$ cat config.mk
export PLATFORM = sky130hd
export DESIGN_NAME = btn_debounce
export DESIGN_NICKNAME = d
export VERILOG_FILES = /design/src/rtl/btn_debounce.sv
export SDC_FILE = /design/constraint.sdc
export NUM_CORES = 1
export LEC_CHECK = 0
export ABC_AREA = 1
export CAP_MARGIN = 30
export CELL_PAD_IN_SITES_DETAIL_PLACEMENT = 1
export CELL_PAD_IN_SITES_GLOBAL_PLACEMENT = 2
export CORE_ASPECT_RATIO = 0.9
export CORE_UTILIZATION = 35
export DETAILED_ROUTE_END_ITERATION = 10
export PLACE_DENSITY = 0.76
export SLEW_MARGIN = 20
export SYNTH_ARGS = -nofsm -noshare
export SYNTH_HDL_FRONTEND = slang
export SYNTH_SLANG_ARGS = --single-unit
$ cat constraint.sdc
create_clock -name clk -period 2 [get_ports clk]
set_input_delay 0.4 -clock clk [delete_from_list [all_inputs] [get_ports clk]]
set_output_delay 0.4 -clock clk [all_outputs]
set_load 0.05 [all_outputs]
$ cat src/rtl/btn_debounce.sv
// Push-button conditioner: 2-flop sync, counter debounce and press-edge pulse per button,
// with up/down conflict suppression. Define BTN_AUTOREPEAT_EN to add hold-to-repeat on up/down.
module btn_debounce #(
    parameter int DEBOUNCE_CYCLES = 1000000,
    parameter int CNT_W           = 20,
    parameter int REPEAT_DELAY    = 50000000,
    parameter int REPEAT_PERIOD   = 20000000
) (
    input  logic       clk,
    input  logic       reset_n,
    input  logic       btnU,
    input  logic       btnD,
    input  logic       btnS,
    output logic       up,
    output logic       down,
    output logic       reset,
    output logic [2:0] level
);
    if (DEBOUNCE_CYCLES < 2 || DEBOUNCE_CYCLES >= (2 ** CNT_W)) begin : g_bad_debounce_cfg
        $error("btn_debounce: need DEBOUNCE_CYCLES >= 2 and 2**CNT_W > DEBOUNCE_CYCLES");
    end
    if (REPEAT_DELAY < 1 || REPEAT_PERIOD < 1) begin : g_bad_repeat_cfg
        $error("btn_debounce: REPEAT_DELAY and REPEAT_PERIOD must be >= 1");
    end

    localparam logic [CNT_W-1:0] CNT_TERM = CNT_W'(DEBOUNCE_CYCLES - 1);

    // Bit order everywhere is {S, D, U}.
    logic [2:0] btn_raw;
    logic [2:0] sync1_q, sync2_q;
    logic [2:0] stable_q, stable_d;
    logic [2:0] cand;
    logic [1:0] rpt;
    logic       fire_u, fire_d;

    assign btn_raw = {btnS, btnD, btnU};

    always_ff @(posedge clk or negedge reset_n) begin
        if (!reset_n) begin
            sync1_q <= '0;
            sync2_q <= '0;
        end else begin
            sync1_q <= btn_raw;
            sync2_q <= sync1_q;
        end
    end

    for (genvar b = 0; b < 3; b++) begin : g_deb
        logic [CNT_W-1:0] cnt_q;
        logic             differ;

        assign differ      = sync2_q[b] ^ stable_q[b];
        assign stable_d[b] = (differ && cnt_q == CNT_TERM) ? sync2_q[b] : stable_q[b];

        // Any return to the stable level restarts the qualification window.
        always_ff @(posedge clk or negedge reset_n) begin
            if (!reset_n)
                cnt_q <= '0;
            else if (!differ || cnt_q == CNT_TERM)
                cnt_q <= '0;
            else
                cnt_q <= cnt_q + 1'b1;
        end
    end

    always_ff @(posedge clk or negedge reset_n) begin
        if (!reset_n)
            stable_q <= '0;
        else
            stable_q <= stable_d;
    end

    assign cand = stable_d & ~stable_q;

`ifdef BTN_AUTOREPEAT_EN
    localparam int RPT_MAX = (REPEAT_DELAY > REPEAT_PERIOD) ? REPEAT_DELAY : REPEAT_PERIOD;
    localparam int RPT_W   = $clog2(RPT_MAX + 1);
    localparam logic [RPT_W-1:0] DLY_TERM = RPT_W'(REPEAT_DELAY - 1);
    localparam logic [RPT_W-1:0] PER_TERM = RPT_W'(REPEAT_PERIOD - 1);

    for (genvar k = 0; k < 2; k++) begin : g_rpt
        logic [RPT_W-1:0] rcnt_q;
        logic             first_q, armed_q, hold;

        assign hold   = stable_q[k] & ~stable_q[1-k];
        assign rpt[k] = armed_q & hold & (rcnt_q == (first_q ? DLY_TERM : PER_TERM));

        // Armed only by a fresh press; a broken hold waits for the next press.
        always_ff @(posedge clk or negedge reset_n) begin
            if (!reset_n) begin
                rcnt_q  <= '0;
                first_q <= 1'b0;
                armed_q <= 1'b0;
            end else if (cand[k]) begin
                rcnt_q  <= '0;
                first_q <= 1'b1;
                armed_q <= 1'b1;
            end else if (!(armed_q && hold)) begin
                rcnt_q  <= '0;
                armed_q <= 1'b0;
            end else if (rpt[k]) begin
                rcnt_q  <= '0;
                first_q <= 1'b0;
            end else begin
                rcnt_q  <= rcnt_q + 1'b1;
            end
        end
    end
`else
    assign rpt = 2'b00;
`endif

    assign fire_u = cand[0] | rpt[0];
    assign fire_d = cand[1] | rpt[1];

    always_ff @(posedge clk or negedge reset_n) begin
        if (!reset_n) begin
            up    <= 1'b0;
            down  <= 1'b0;
            reset <= 1'b0;
        end else begin
            up    <= fire_u & ~fire_d;
            down  <= fire_d & ~fire_u;
            reset <= cand[2];
        end
    end

    assign level = stable_q;

endmodule

---- After elaboration in Yosys (flattened, before gate mapping) ----
Cells that the tools add are included.
word-level totals
  flip-flop bits (word level) ............. 72
  latch bits .............................. 0
  RAM bits ................................ 0
  ROM bits ................................ 0
  bits of input ports ..................... 5
  output and inout port bits .............. 6
  logic and storage cells ................. 39
  memories ................................ 0
operators by class
  add/subtract/negate cells ............... 3
  multiply operators ...................... 0
  div/mod/pow operators ................... 0
  order comparisons ....................... 0
  equal/unequal tests ..................... 3
  shift operators ......................... 0
  muxes and demuxes ....................... 6
  bitwise gates (word level) .............. 9
  reductions and logical operators ........ 9
operators by type and width
  operator                                                          number
  20-bit by 1-bit adder with 20-bit output (second input constant)  3
  20-bit == test (second input constant)                            3
  20-bit 2-to-1 mux                                                 3
  3-bit bitwise AND                                                 1
  1-bit logical AND                                                 3
  1-bit logical NOT                                                 3
  1-bit logical OR                                                  3
  1-bit 2-to-1 mux                                                  3
  3-bit inverter                                                    1
  1-bit XOR                                                         3
  1-bit bitwise AND                                                 2
  1-bit inverter                                                    2

---- Longest topological paths before layout ----
  depth in word-level cells ............... 6
  depth in mapped cells ................... 8
  depth with buffers taken out ............ 8

---- Least setup slack after synthesis ----
OpenSTA, ideal clock, no wires.
  path kind ............................... reg2reg
  start point ............................. register stable_q[0] (netlist: level[0])
  end point ............................... register g_deb[0].cnt_q[16]
  setup time .............................. 71 ps
  arrival time ............................ 1384 ps
  required time ........................... 1929 ps
  path slack .............................. 545 ps
  cell stages (with the launch flop) ...... 6
  path buffers ............................ 1
  period minus slack after synthesis ...... 1455 ps
  cell sequence ........................... dfrtp_1 > or2_2 > nand2_1 > nand2_4 > buf_4 > nor2_1
on the way
  cells in the longest elaborated chain, start to end .. 4
ends and longest elaborated chain
  what                      line  RTL
  start: declaration        31    logic [2:0] stable_q, stable_d;
  start signal: assignment  70    stable_q <= stable_d;
  1-bit XOR                 52    assign differ = sync2_q[b] ^ stable_q[b];
  1-bit logical NOT         59    else if (!differ || cnt_q == CNT_TERM)
  1-bit logical OR          59
  20-bit 2-to-1 mux         59
  end signal: assignment    62    cnt_q <= cnt_q + 1'b1;
  end: declaration          49    logic [CNT_W-1:0] cnt_q;
Every way passes these cells.

---- Worst setup path in the final report ----
  start point ............................. register stable_q[0] (netlist: level[0])
  end point ............................... output port level[0]
RTL lines
  what              line  RTL
  end: declaration  17    output logic [2:0] level
No word-level cell between the ends.

==> metrics.log <==
[metrics] Ys Warns: 0
[metrics] combined buffer and inverter count along the critical path: 1
[metrics] Clk Tree Root Cell: clkbuf_16
[metrics] Yosys cell types: 27
[metrics] CP max stage cell: clkdlybuf4s50_1
[metrics] synthesized instance count: 490
[metrics] routed vias/inst: 4.848
[metrics] Residual DRC: 0
[metrics] area inside the core boundary: 10,470 um^2
[metrics] detailed placement HPWL: 6914 um
[metrics] family of cells with the greatest summed delay on the critical path: buffers and inverters
[metrics] total I/O pin count: 11
[metrics] required time worst endpoint: 1600 ps
[metrics] unrepaired setup endpoints after global routing: no
[metrics] routability congestion estimate from global placement: 0.7642
[metrics] via count of the first global-routing pass: 3,290
[metrics] Total Neg Setup Slack: 0 ps
[metrics] total gr overflow: 0
[metrics] wire length after detailed routing: 9295 um
[metrics] maximum number of buffers from clock root to sink: 2
[metrics] number of diodes: 0
[metrics] via count: 3,127
[metrics] clock latency at the later pin of the worst-skew pair: 340 ps
[metrics] Cell Rows: 35
[metrics] Max H-tree Level: 3
[metrics] Max FO, Critical Path: 4
[metrics] TritonCTS clock tree: yes
[metrics] fin. max-slew vios: 0
[metrics] transition time at the pin with the least slew margin: 522.4 ps
[metrics] drt first pass iters: 4
[metrics] final count of negative-setup-slack endpoints: 0
[metrics] cell count after placement: 628
[metrics] most common library cell in the layout ignoring fill and taps: nor2_1
[metrics] max incr delay on CP: 820 ps
[metrics] highest-count cells in the layout ignoring fill and taps: nor2_1 (119), nand2_1 (109), dfrtp_1 (72)
[metrics] setup fix buffers added after clock tree synthesis: 0
[metrics] Nets: 519
[metrics] initial antenna violation count: 0
[metrics] share of cells above drive strength 1: 0.1027
[metrics] path type of the worst setup path: reg2out
[metrics] Post-CTS Hold Fix Bufs: 1
[metrics] synthesized area: 3844 um^2
[metrics] leak pwr: 1.927 nW
[metrics] routed length per instance: 14.41 um
[metrics] syn_nets: 498
[metrics] list of cells traversed by the critical path: clkdlybuf4s50_1
[metrics] TritonCTS Sinks: 72
[metrics] Worst setup SP type: flip-flop
[metrics] Worst R2R Setup Slack: 380 ps
[metrics] number of standard cells in the layout, taps in and fillers out: 645
[metrics] register clock-pin slew on the reported worst setup and hold paths: 60 ps
[metrics] endpoint kind of the worst setup timing path: primary output
[metrics] final cycle utilization of the critical path: 0.9661
[metrics] count of state elements after synthesis: 72
[metrics] first-pass GRT wire length: 16,300 um
[metrics] data arrival time of the critical path: 1530 ps
[metrics] Inserted Clock Buffers: 9
[metrics] Rel. slew slack: 0.6506
[metrics] post-route antenna net violation count: 0
[metrics] final standard cell utilization of the core: 0.4234
[metrics] shortest clock period the worst path allows after layout: 1932 ps
[metrics] floorplan die area: 11,410 um^2
[metrics] die width: 112.5 um
[metrics] post-route cell area: 4432 um^2
[metrics] Max Cap Violations: 0
[metrics] synthesized area per cell: 7.844 um^2
[metrics] Port-buffer cells: 10
[metrics] Area Overhead vs Synth: 15.30%
[metrics] final-report hold violation count: 0
[metrics] overall global routing resource usage: 0.1845
[metrics] Die H: 101.4 um
[metrics] highest ir drop seen on vdd: 0.3559 mV
[metrics] number of DRC markers in iteration 0: 116
[metrics] power per standard cell area: 764.4 nW/um^2
[metrics] class of the tightest hold or removal check: reg2reg
[metrics] register area share after synthesis: 0.4688
[metrics] FMAX: 0.5176 GHz
[metrics] Resized cells post-CTS: 0
[metrics] maximum number of pins on one net before global-route repair: 38
[metrics] initial core utilization: 0.3672
[metrics] placed cell areas: 4090 um^2
[metrics] maximum clock skew at final layout: 6.274 ps
[metrics] outcome: completed
## metrics by stage
stage | worst slack, ps | power [mW] | hold WS (ps)
2_1_floorplan | 545.0 | 1.581 | 104.4
3_3_place_gp | 375.1 | 1.635 | 310.2
3_5_place_dp | 358.4 | 1.641 | 321.3
4_1_cts | 49.17 | 3.444 | 349.2
5_1_grt | 21.00 | 3.513 | 364.6
6_report | 67.83 | 3.388 | 348.3
## layer usage
layer  global-route usage  wire [um]
met2               0.3058       4286
met1               0.2410       4643
met5                    0          0
met3              0.04369        228
met4              0.05744        136
## synth_stat cells
library cell,instances,area share
and2_1,2,0.0033
xor2_1,23,0.052
nand3_2,3,0.0078
nand4_1,12,0.020
nand3_1,38,0.049
nor3_1,2,0.0026
ha_1,3,0.0098
nor2_4,1,0.0029
inv_1,47,0.046
o21bai_1,3,0.0059
dfrtp_1,72,0.47
o21ai_0,5,0.0065
xnor2_1,12,0.027
nor2_1,119,0.12
inv_2,2,0.0020
nand3_4,1,0.0046
nand2_2,3,0.0049
nor3_4,1,0.0042
or2_1,1,0.0016
buf_12,1,0.0052
buf_4,3,0.0059
nor2_2,16,0.026
nand2_4,2,0.0059
or2_2,1,0.0016
xor2_2,1,0.0042
nand2_1,109,0.11
a21oi_1,7,0.0091
## power breakdown
group	internal, mW	leakage (nW)	switching (mW)
clock	1.16	0.165	0.620
combinational	0.0364	0.776	0.0761
sequential	1.48	0.985	0.0201
total	2.67	1.93	0.716
## area by class of cell
cell class              instances  area (um^2)
fillers                      1278         6035
multi-input cells             365         1815
flip-flops and latches         72         1802
clock buffers                  11        252.7
inverters                      49        183.9
well taps                     129        161.4
repair buffers                 14        137.6
clock inverters                 5        78.83
## cells by family (layout without fill, tap and decap cells)
kind of cell,count (synthesis),in the layout,synth area share
AO/OA/AOI/OAI,15,15,0.02148
AND/OR/NAND/NOR,311,311,0.3571
flip-flops,72,72,0.4688
XOR/XNOR,36,36,0.08398
adder cells (fa/ha/maj),3,3,0.009767
buffers and inverters,53,79,0.05892
## state kept, by name (all words and copies together), names as in the netlist
name         flops
g_deb.cnt_q     60
level            3
sync1_q          3
sync2_q          3
down             1
reset            1
up               1
## worst paths after layout
kind                                   start  depth (start not counted)                 end
max                                 level[0]                          1            level[0]
min                               sync1_q[2]                          0          sync2_q[2]
max reg2reg                g_deb[2].cnt_q[0]                          6  g_deb[2].cnt_q[11]
min reg2reg                       sync1_q[2]                          0          sync2_q[2]
max in group asynchronous            reset_n                          3   g_deb[2].cnt_q[9]
min in group asynchronous            reset_n                          2   g_deb[0].cnt_q[4]
No activity file was read; power rests on OpenSTA's default activity.
